==> src/rtl/imm_narrower.sv <==
// Purpose: narrows a 16-bit immediate to the fewest bytes (1 or 2) that reproduce it under the
//          selected signed/unsigned extension rule, low byte first, and counts short/long words.
// Latency: input handshake at edge N -> first byte valid in the next cycle; one word per 2 (short) / 3 (long) cycles.
// Backpressure: in_ready only in IDLE; the presented byte and its flags hold stable until out_ready is seen.
//
// Ports:
//   clk, rst_n                   - clock (rising edge), asynchronous active-low reset
//   in_word, in_signed, in_valid - word to narrow, extension mode, qualifier
//   in_ready                     - block can accept a word (IDLE only)
//   out_byte, out_last, out_short, out_valid / out_ready - emitted byte stream
//   short_cnt, long_cnt          - saturating counts of words emitted as one / two bytes
module imm_narrower (
  input  logic        clk,
  input  logic        rst_n,
  input  logic [15:0] in_word,
  input  logic        in_signed,
  input  logic        in_valid,
  output logic        in_ready,
  output logic [7:0]  out_byte,
  output logic        out_valid,
  input  logic        out_ready,
  output logic        out_last,
  output logic        out_short,
  output logic [7:0]  short_cnt,
  output logic [7:0]  long_cnt
);

  typedef enum logic [1:0] {
    ST_IDLE = 2'd0,
    ST_LO   = 2'd1,
    ST_HI   = 2'd2
  } state_e;

  state_e      state_q, state_d;
  logic [15:0] word_q, word_d;
  logic        fit_q, fit_d;
  logic [7:0]  short_cnt_q, short_cnt_d;
  logic [7:0]  long_cnt_q, long_cnt_d;

  logic in_hs;
  logic out_hs;
  logic fit_now;

  // Signed: bits [15:7] must all equal the sign so that sign-extending the low byte
  // rebuilds the word. Unsigned: the high byte must be zero.
  always_comb begin
    fit_now = 1'b0;
    if (in_signed) begin
      fit_now = (&in_word[15:7]) | (~|in_word[15:7]);
    end else begin
      fit_now = ~|in_word[15:8];
    end
  end

  assign in_hs  = in_valid && in_ready;
  assign out_hs = out_valid && out_ready;

  // Outputs are decoded from registered state only, so they are stable while stalled
  // and forced to zero whenever nothing is being presented.
  always_comb begin
    in_ready  = 1'b0;
    out_valid = 1'b0;
    out_byte  = 8'h00;
    out_last  = 1'b0;
    out_short = 1'b0;
    unique case (state_q)
      ST_IDLE: begin
        in_ready = 1'b1;
      end
      ST_LO: begin
        out_valid = 1'b1;
        out_byte  = word_q[7:0];
        out_last  = fit_q;
        out_short = fit_q;
      end
      ST_HI: begin
        out_valid = 1'b1;
        out_byte  = word_q[15:8];
        out_last  = 1'b1;
        out_short = 1'b0;
      end
      default: begin
        in_ready = 1'b0;
      end
    endcase
  end

  // Next-state logic: the word and its fit flag are captured only on the input
  // handshake, so in_word activity at any other time is irrelevant.
  always_comb begin
    state_d = state_q;
    word_d  = word_q;
    fit_d   = fit_q;
    unique case (state_q)
      ST_IDLE: begin
        if (in_hs) begin
          word_d  = in_word;
          fit_d   = fit_now;
          state_d = ST_LO;
        end
      end
      ST_LO: begin
        if (out_hs) begin
          state_d = fit_q ? ST_IDLE : ST_HI;
        end
      end
      ST_HI: begin
        if (out_hs) begin
          state_d = ST_IDLE;
        end
      end
      default: begin
        state_d = ST_IDLE;
      end
    endcase
  end

  // Counters advance only when the final byte of a word is accepted, and stick at 255.
  always_comb begin
    short_cnt_d = short_cnt_q;
    long_cnt_d  = long_cnt_q;
    if (out_hs && out_last) begin
      if (out_short) begin
        if (short_cnt_q != 8'hFF) begin
          short_cnt_d = short_cnt_q + 8'd1;
        end
      end else begin
        if (long_cnt_q != 8'hFF) begin
          long_cnt_d = long_cnt_q + 8'd1;
        end
      end
    end
  end

  // Reset drops any word in flight: state returns to IDLE so no remaining byte is shown.
  always_ff @(posedge clk or negedge rst_n) begin
    if (!rst_n) begin
      state_q     <= ST_IDLE;
      word_q      <= 16'h0000;
      fit_q       <= 1'b0;
      short_cnt_q <= 8'h00;
      long_cnt_q  <= 8'h00;
    end else begin
      state_q     <= state_d;
      word_q      <= word_d;
      fit_q       <= fit_d;
      short_cnt_q <= short_cnt_d;
      long_cnt_q  <= long_cnt_d;
    end
  end

  assign short_cnt = short_cnt_q;
  assign long_cnt  = long_cnt_q;

endmodule
==> config.mk <==
export PLATFORM = sky130hd
export DESIGN_NAME = imm_narrower
export DESIGN_NICKNAME = d
export VERILOG_FILES = /design/src/rtl/imm_narrower.sv
export SDC_FILE = /design/constraint.sdc
export NUM_CORES = 1
export LEC_CHECK = 0
export CAP_MARGIN = 20
export CORE_AREA = 2 2 81 83
export CTS_CLUSTER_SIZE = 24
export DETAILED_ROUTE_END_ITERATION = 7
export DIE_AREA = 0 0 83 85
export GPL_TIMING_DRIVEN = 0
export PLACE_DENSITY = 0.5
export SYNTH_ARGS = -nofsm -noshare
export SYNTH_HDL_FRONTEND = slang
export SYNTH_SLANG_ARGS = --single-unit
==> constraint.sdc <==
create_clock -name clk -period 5.4 [get_ports clk]
set_input_delay 0.54 -clock clk [delete_from_list [all_inputs] [get_ports clk]]
set_output_delay 0.54 -clock clk [all_outputs]
set_load 0.01 [all_outputs]
==> impl_metrics.ini, run 1 <==
[clock_network]
cts_resized = 0
htreeDepth = 2
clock_tree.buffer_depth = 2
clockRootBuffer = clkbuf_8
cts.clk_slew.worst_paths_ps = 70
tritoncts = built
cts_made_buffers = 5
cts_setup_buffers = 0
hold_buffers = 0
clkSinkCount = 35
clock_latency_ps = 280

[global_route]
gr-usage-all-layers = 0.121
antenna_found_initial = 0
grt-ovfl-total = 0
grt_pass1_wl_mm = 6.92
grt_pass1_vias = 1425
grt_start_max_net_pins = 36

[timing]
fmax_mhz = 356
setup_tns_ps = 0
post-route-period-util = 0.521
finalCriticalPeriod_ps = 2810
relSlewSlack = 0.458
clock_skew_ps = 5.21
rsz0062_at_grt = false
setup_violations = 0
hold_violations = 0
slew_viol_final = 0
worst-slew-pin-transition_ps = 814

[route]
wl_per_cell_um = 13.9
dr.pass1.iters = 4
drt-initial-drc-count = 29
drc = 0
vias_per_cell = 4.81
routed_wl_mm = 4.04
vias = 1395
ant_nets = 0

[synthesis]
synth_area_sq_um = 1810
synth_edf_count = 0
syn-num-nets = 184
synth_top_area_cell = dfrtp_1
ys_warn_count = 0
synth_seq_cells = 35
synth_common_cells = dfrtp_1 (35), mux2_2 (20), nand2_1 (11)
syn_area_per_cell_sq_um = 11.5
yosys.cell_types.count = 36
synth.most_common_cell = dfrtp_1
seq_area_frac_synth = 0.483
async_flop_share = 1.00
synthCells = 157
synth_top_area_frac = 0.483
synth.top_cells.by_area = dfrtp_1 (48%), mux2_2 (12%), ha_1 (4.1%), a22oi_1 (3.3%), nor2b_1 (3.1%)
synthFlopType = dfrtp_1

[placement]
dpl_cell_area_sq_um = 2380
hpwl_mm = 2.99
gp_congestion = 0.752
portBuffers = 48

[floorplan]
fp.dieH_um = 85
start_util = 0.292
die_x_um = 83
die_area_sq_um = 7060
coreArea_sq_um = 6200
rows = 29
pin_count = 49

[worst_setup_path]
cp.depth = 6
cp_top_family = buffers and inverters
rr_startpoint = state_q[0]$_DFFE_PN0P_
start_kind = register
critPathMaxFanout = 10
r2r_cells = 7
crit_path_max_incr_delay_ps = 550
critical_path_class = register to output port
end_kind = output port
crit_chain = inv_1 > ha_1 > clkbuf_1 > a22oi_1 > nor2b_1 > clkdlybuf4s50_1
reg2reg_to = short_cnt[7]$_DFFE_PN0P_
crit_start = state_q[0]$_DFFE_PN0P_
r2r_slack_ps = 3410
endpoint = out_byte[6]
required_ps = 4860
crit_buf_inv = 3
cp_slowest_cell = clkdlybuf4s50_1
cp.arrival_ps = 2270

[hold_path]
hp-class = primary input to asynchronous set/reset pin

[pwr]
p_leak_nw = 1.02
vdd_ir_drop_max_mv = 0.203
p_per_area_nw_per_um2 = 424

[finish]
n_fill_cell = 642
num_antenna_cells = 0
nNetsFinal = 239
postLayoutCellArea_sq_um = 2470
area_delta_synth_final_pct = 36.0
drive_gt1_frac = 0.183

[run]
drv_cap = 0

[run_status]
outcome = completed
## power breakdown
part           internal (mW)  switching (mW)  leakage, nW
clock                 0.0904          0.0896       0.0422
combinational          0.263           0.203        0.529
sequential             0.346          0.0554        0.445
total                  0.699           0.348         1.02
## sequential cells by signal, summed over array words and instances, names as in the netlist
register,cells
state_q,2
short_cnt,8
word_q,16
fit_q,1
long_cnt,8
## worst min-delay path by stage
stage	endpoint	slack, ps	cells past startpoint
finish	word_q[5]$_DFFE_PN0P_	350	1
global route	word_q[4]$_DFFE_PN0P_	410	1
CTS	word_q[5]$_DFFE_PN0P_	380	1
detailed placement	word_q[6]$_DFFE_PN0P_	500	1
global placement	word_q[0]$_DFFE_PN0P_	490	1
floorplan	fit_q$_DFFE_PN0P_	240	0
## logic make-up (layout without fill, tap and decap cells)
kind of cell	count (synthesis)	count (layout)	share of synthesized area
and+or+nand+nor	53	53	0.186
DFF	35	35	0.483
AOI/OAI and AO/OA	25	25	0.0883
muxes	24	24	0.150
buffers and inverters	9	65	0.0262
adders and majority gates	6	6	0.0414
xor gates and xnor gates	5	5	0.0242
## per-stage QoR
stage / utilization / instances / total power, mW / hold WS [ps] / setup WS [ps]
2_1_floorplan: - / 157 / 0.678 / 244 / 3530
3_3_place_gp: 0.385 / 282 / 0.881 / 490 / 2850
3_5_place_dp: 0.384 / 282 / 0.883 / 496 / 2860
4_1_cts: 0.397 / 290 / 1.07 / 378 / 2540
5_1_grt: 0.397 / 290 / 1.13 / 409 / 2400
6_report: 0.397 / 290 / 1.05 / 349 / 2590
## worst reg2reg max path, stage by stage (launching register included)
cell and delay, ps:
dfrtp_1 370, inv_1 90, ha_1 330, buf_4 180, and4_4 270, nand4_4 120
nor3_2 180, mux2_1 340
## per-layer routing
layer / part of all wire / wire length [um] / track usage / vias to the layer above
li1: - / - / - / 679
met4: 0.010 / 42 / 0.0313 / 0
met3: 0.053 / 216 / 0.0379 / 6
met2: 0.48 / 1950 / 0.202 / 37
met1: 0.45 / 1830 / 0.155 / 673
met5: 0 / 0 / 0 / -
## area by class of cell
cell class	instances	area (sq um)	area share
Clock inverter	1	5.00	0.00203
Buffer	5	32.5	0.0132
Timing Repair Buffer	48	475	0.193
Sequential cell	35	876	0.355
Multi-Input combinational cell	113	890	0.361
Tap cell	77	96.3	0.0391
Inverter	4	15.0	0.00609
Clock buffer	7	76.3	0.0309
## cell usage in the layout, fill, tap and decap left out, drive strengths merged, types with 4 or more instances in the layout
| cell type | count |
|---|---|
| a21oi | 7 |
| a22oi | 8 |
| buf | 5 |
| clkbuf | 8 |
| clkdlybuf4s50 | 47 |
| dfrtp | 35 |
| ha | 6 |
| inv | 4 |
| mux2 | 23 |
| nand2 | 11 |
| nand3 | 7 |
| nand4 | 6 |
| nor2 | 4 |
| nor2b | 9 |
| nor3 | 4 |
| o21ai | 4 |
Note: power is estimated with default switching activity, not from simulation.
==> run 2, diff against run 1 <==
clock period = 2.7 ns   (was 5.4 ns; I/O delays follow)
==> run 2 against run 1 <==
  * Wire length barely moved
  * Combinational power grew 100%
  * Critical path type unchanged
  * Final area about the same
  * Worst hold slack lost 270 ps
  * Total power grew 100%
  * Setup slack worse by 2200 ps
  * Via count unchanged
  * Critical endpoint unchanged
  * Register-to-register slack worse by 2700 ps
  * Final cell count stayed put
  * Critical path depth is the same
==> impl_metrics.ini, run 2 (same netlist as run 1, synthesis figures left out) <==
[timing]
rsz0062_at_grt = false
slew_viol_final = 0
hold_violations = 0
fmax_mhz = 425
setup_ws_ps = 347
worst-slew-pin-transition_ps = 814
setup_tns_ps = 0
finalCriticalPeriod_ps = 2350
post-route-period-util = 0.872
relSlewSlack = 0.458
setup_violations = 0
clock_skew_ps = 5.20

[placement]
portBuffers = 48
gp_congestion = 0.752
dpl_cell_area_sq_um = 2380
hpwl_mm = 2.99
dp_slack_ps = 432

[clock_network]
clock_latency_ps = 280
tritoncts = built
clock_tree.buffer_depth = 2
cts_resized = 0
clockRootBuffer = clkbuf_8
clkSinkCount = 35
htreeDepth = 2
cts_made_buffers = 5
cts.clk_slew.worst_paths_ps = 70
hold_buffers = 0
cts_setup_buffers = 0

[finish]
max_flop_register = word_q
num_antenna_cells = 0
postLayoutCellArea_sq_um = 2470
area_delta_synth_final_pct = 36.1
final_cell_mix = clkdlybuf4s50_1 (47), dfrtp_1 (35), mux2_2 (20)
final_util = 0.398
nNetsFinal = 239
largest_register_ffs = 16
drive_gt1_frac = 0.188
mostFrequentLayoutCell = clkdlybuf4s50_1

[floorplan]
die_area_sq_um = 7060
pin_count = 49
fp.dieH_um = 85
rows = 29
die_x_um = 83
coreArea_sq_um = 6200
start_util = 0.292

[hold_path]
hp-class = primary input to asynchronous set/reset pin

[route]
routed_wl_mm = 4.04
dr.pass1.iters = 4
vias_per_cell = 4.81
drc = 0
vias = 1395
drt-initial-drc-count = 29
wl_per_cell_um = 13.9
ant_nets = 0

[worst_setup_path]
rr_startpoint = state_q[0]$_DFFE_PN0P_
required_ps = 2430
end_kind = output port
cp.arrival_ps = 2080
critPathMaxFanout = 10
start_kind = register
crit_start = state_q[0]$_DFFE_PN0P_
critical_path_class = register to output port

[pwr]
vdd_ir_drop_max_mv = 0.407
p_per_area_nw_per_um2 = 849
finalPower_mw = 2.10
p_leak_nw = 1.02

[run_status]
outcome = completed

[run]
drv_cap = 0

[global_route]
grt_start_max_net_pins = 36
grt_pass1_vias = 1425
grt-ovfl-total = 0
antenna_found_initial = 0
gr-usage-all-layers = 0.121
grt_pass1_wl_mm = 6.92
-- run 2: cell counts in the layout (fill, tap and decap cells not counted) --
No cell type changed its count.
-- run 2: worst paths after layout --
check	endpoint	slack (ps)	depth (start not counted)
min	word_q[5]$_DFFE_PN0P_	80	1
min reg2reg	word_q[2]$_DFFE_PN0P_	510	1
max reg2reg	short_cnt[7]$_DFFE_PN0P_	710	7
max	out_byte[6]	350	6
max in group asynchronous	short_cnt[1]$_DFFE_PN0P_	2110	1
min in group clk	word_q[2]$_DFFE_PN0P_	510	1
-- run 2: layer usage --
layer  wire (um)  part of all wire  track usage
met4          42             0.010       0.0313
met3         216             0.053       0.0379
met5           0                 0            0
met1        1830              0.45        0.155
met2        1950              0.48        0.202
-- run 2: report_power, final --
| group | switching (mW) | leakage (nW) | total [mW] | internal, mW |
|---|---|---|---|---|
| Combinational | 0.406 | 0.532 | 0.932 | 0.527 |
| Sequential | 0.111 | 0.445 | 0.803 | 0.692 |
| Clock | 0.179 | 0.0422 | 0.360 | 0.181 |
-- run 2: critical path, stage by stage (launching register included) --
cell	delay [ps]
dfrtp_1	400
inv_1	110
ha_1	220
clkbuf_2	260
a22oi_1	120
nor2b_1	140
clkdlybuf4s50_1	550
-- run 2: layout make-up --
type	count	area, sq um
fillers	641	3740
multi-input cells	113	890
flip-flops and latches	35	876
repair buffers	48	475
well taps	77	96.3
clock buffers	7	76.3
plain buffers	5	33.8
inverters	4	15.0
clock inverters	1	5.00
-- run 2: metrics by stage --
stage          hold WS, ps  cells
2_1_floorplan        -25.6    157
3_5_place_dp           417    282
6_report              79.1    290
3_3_place_gp           490    282
4_1_cts                108    290
5_1_grt                139    290
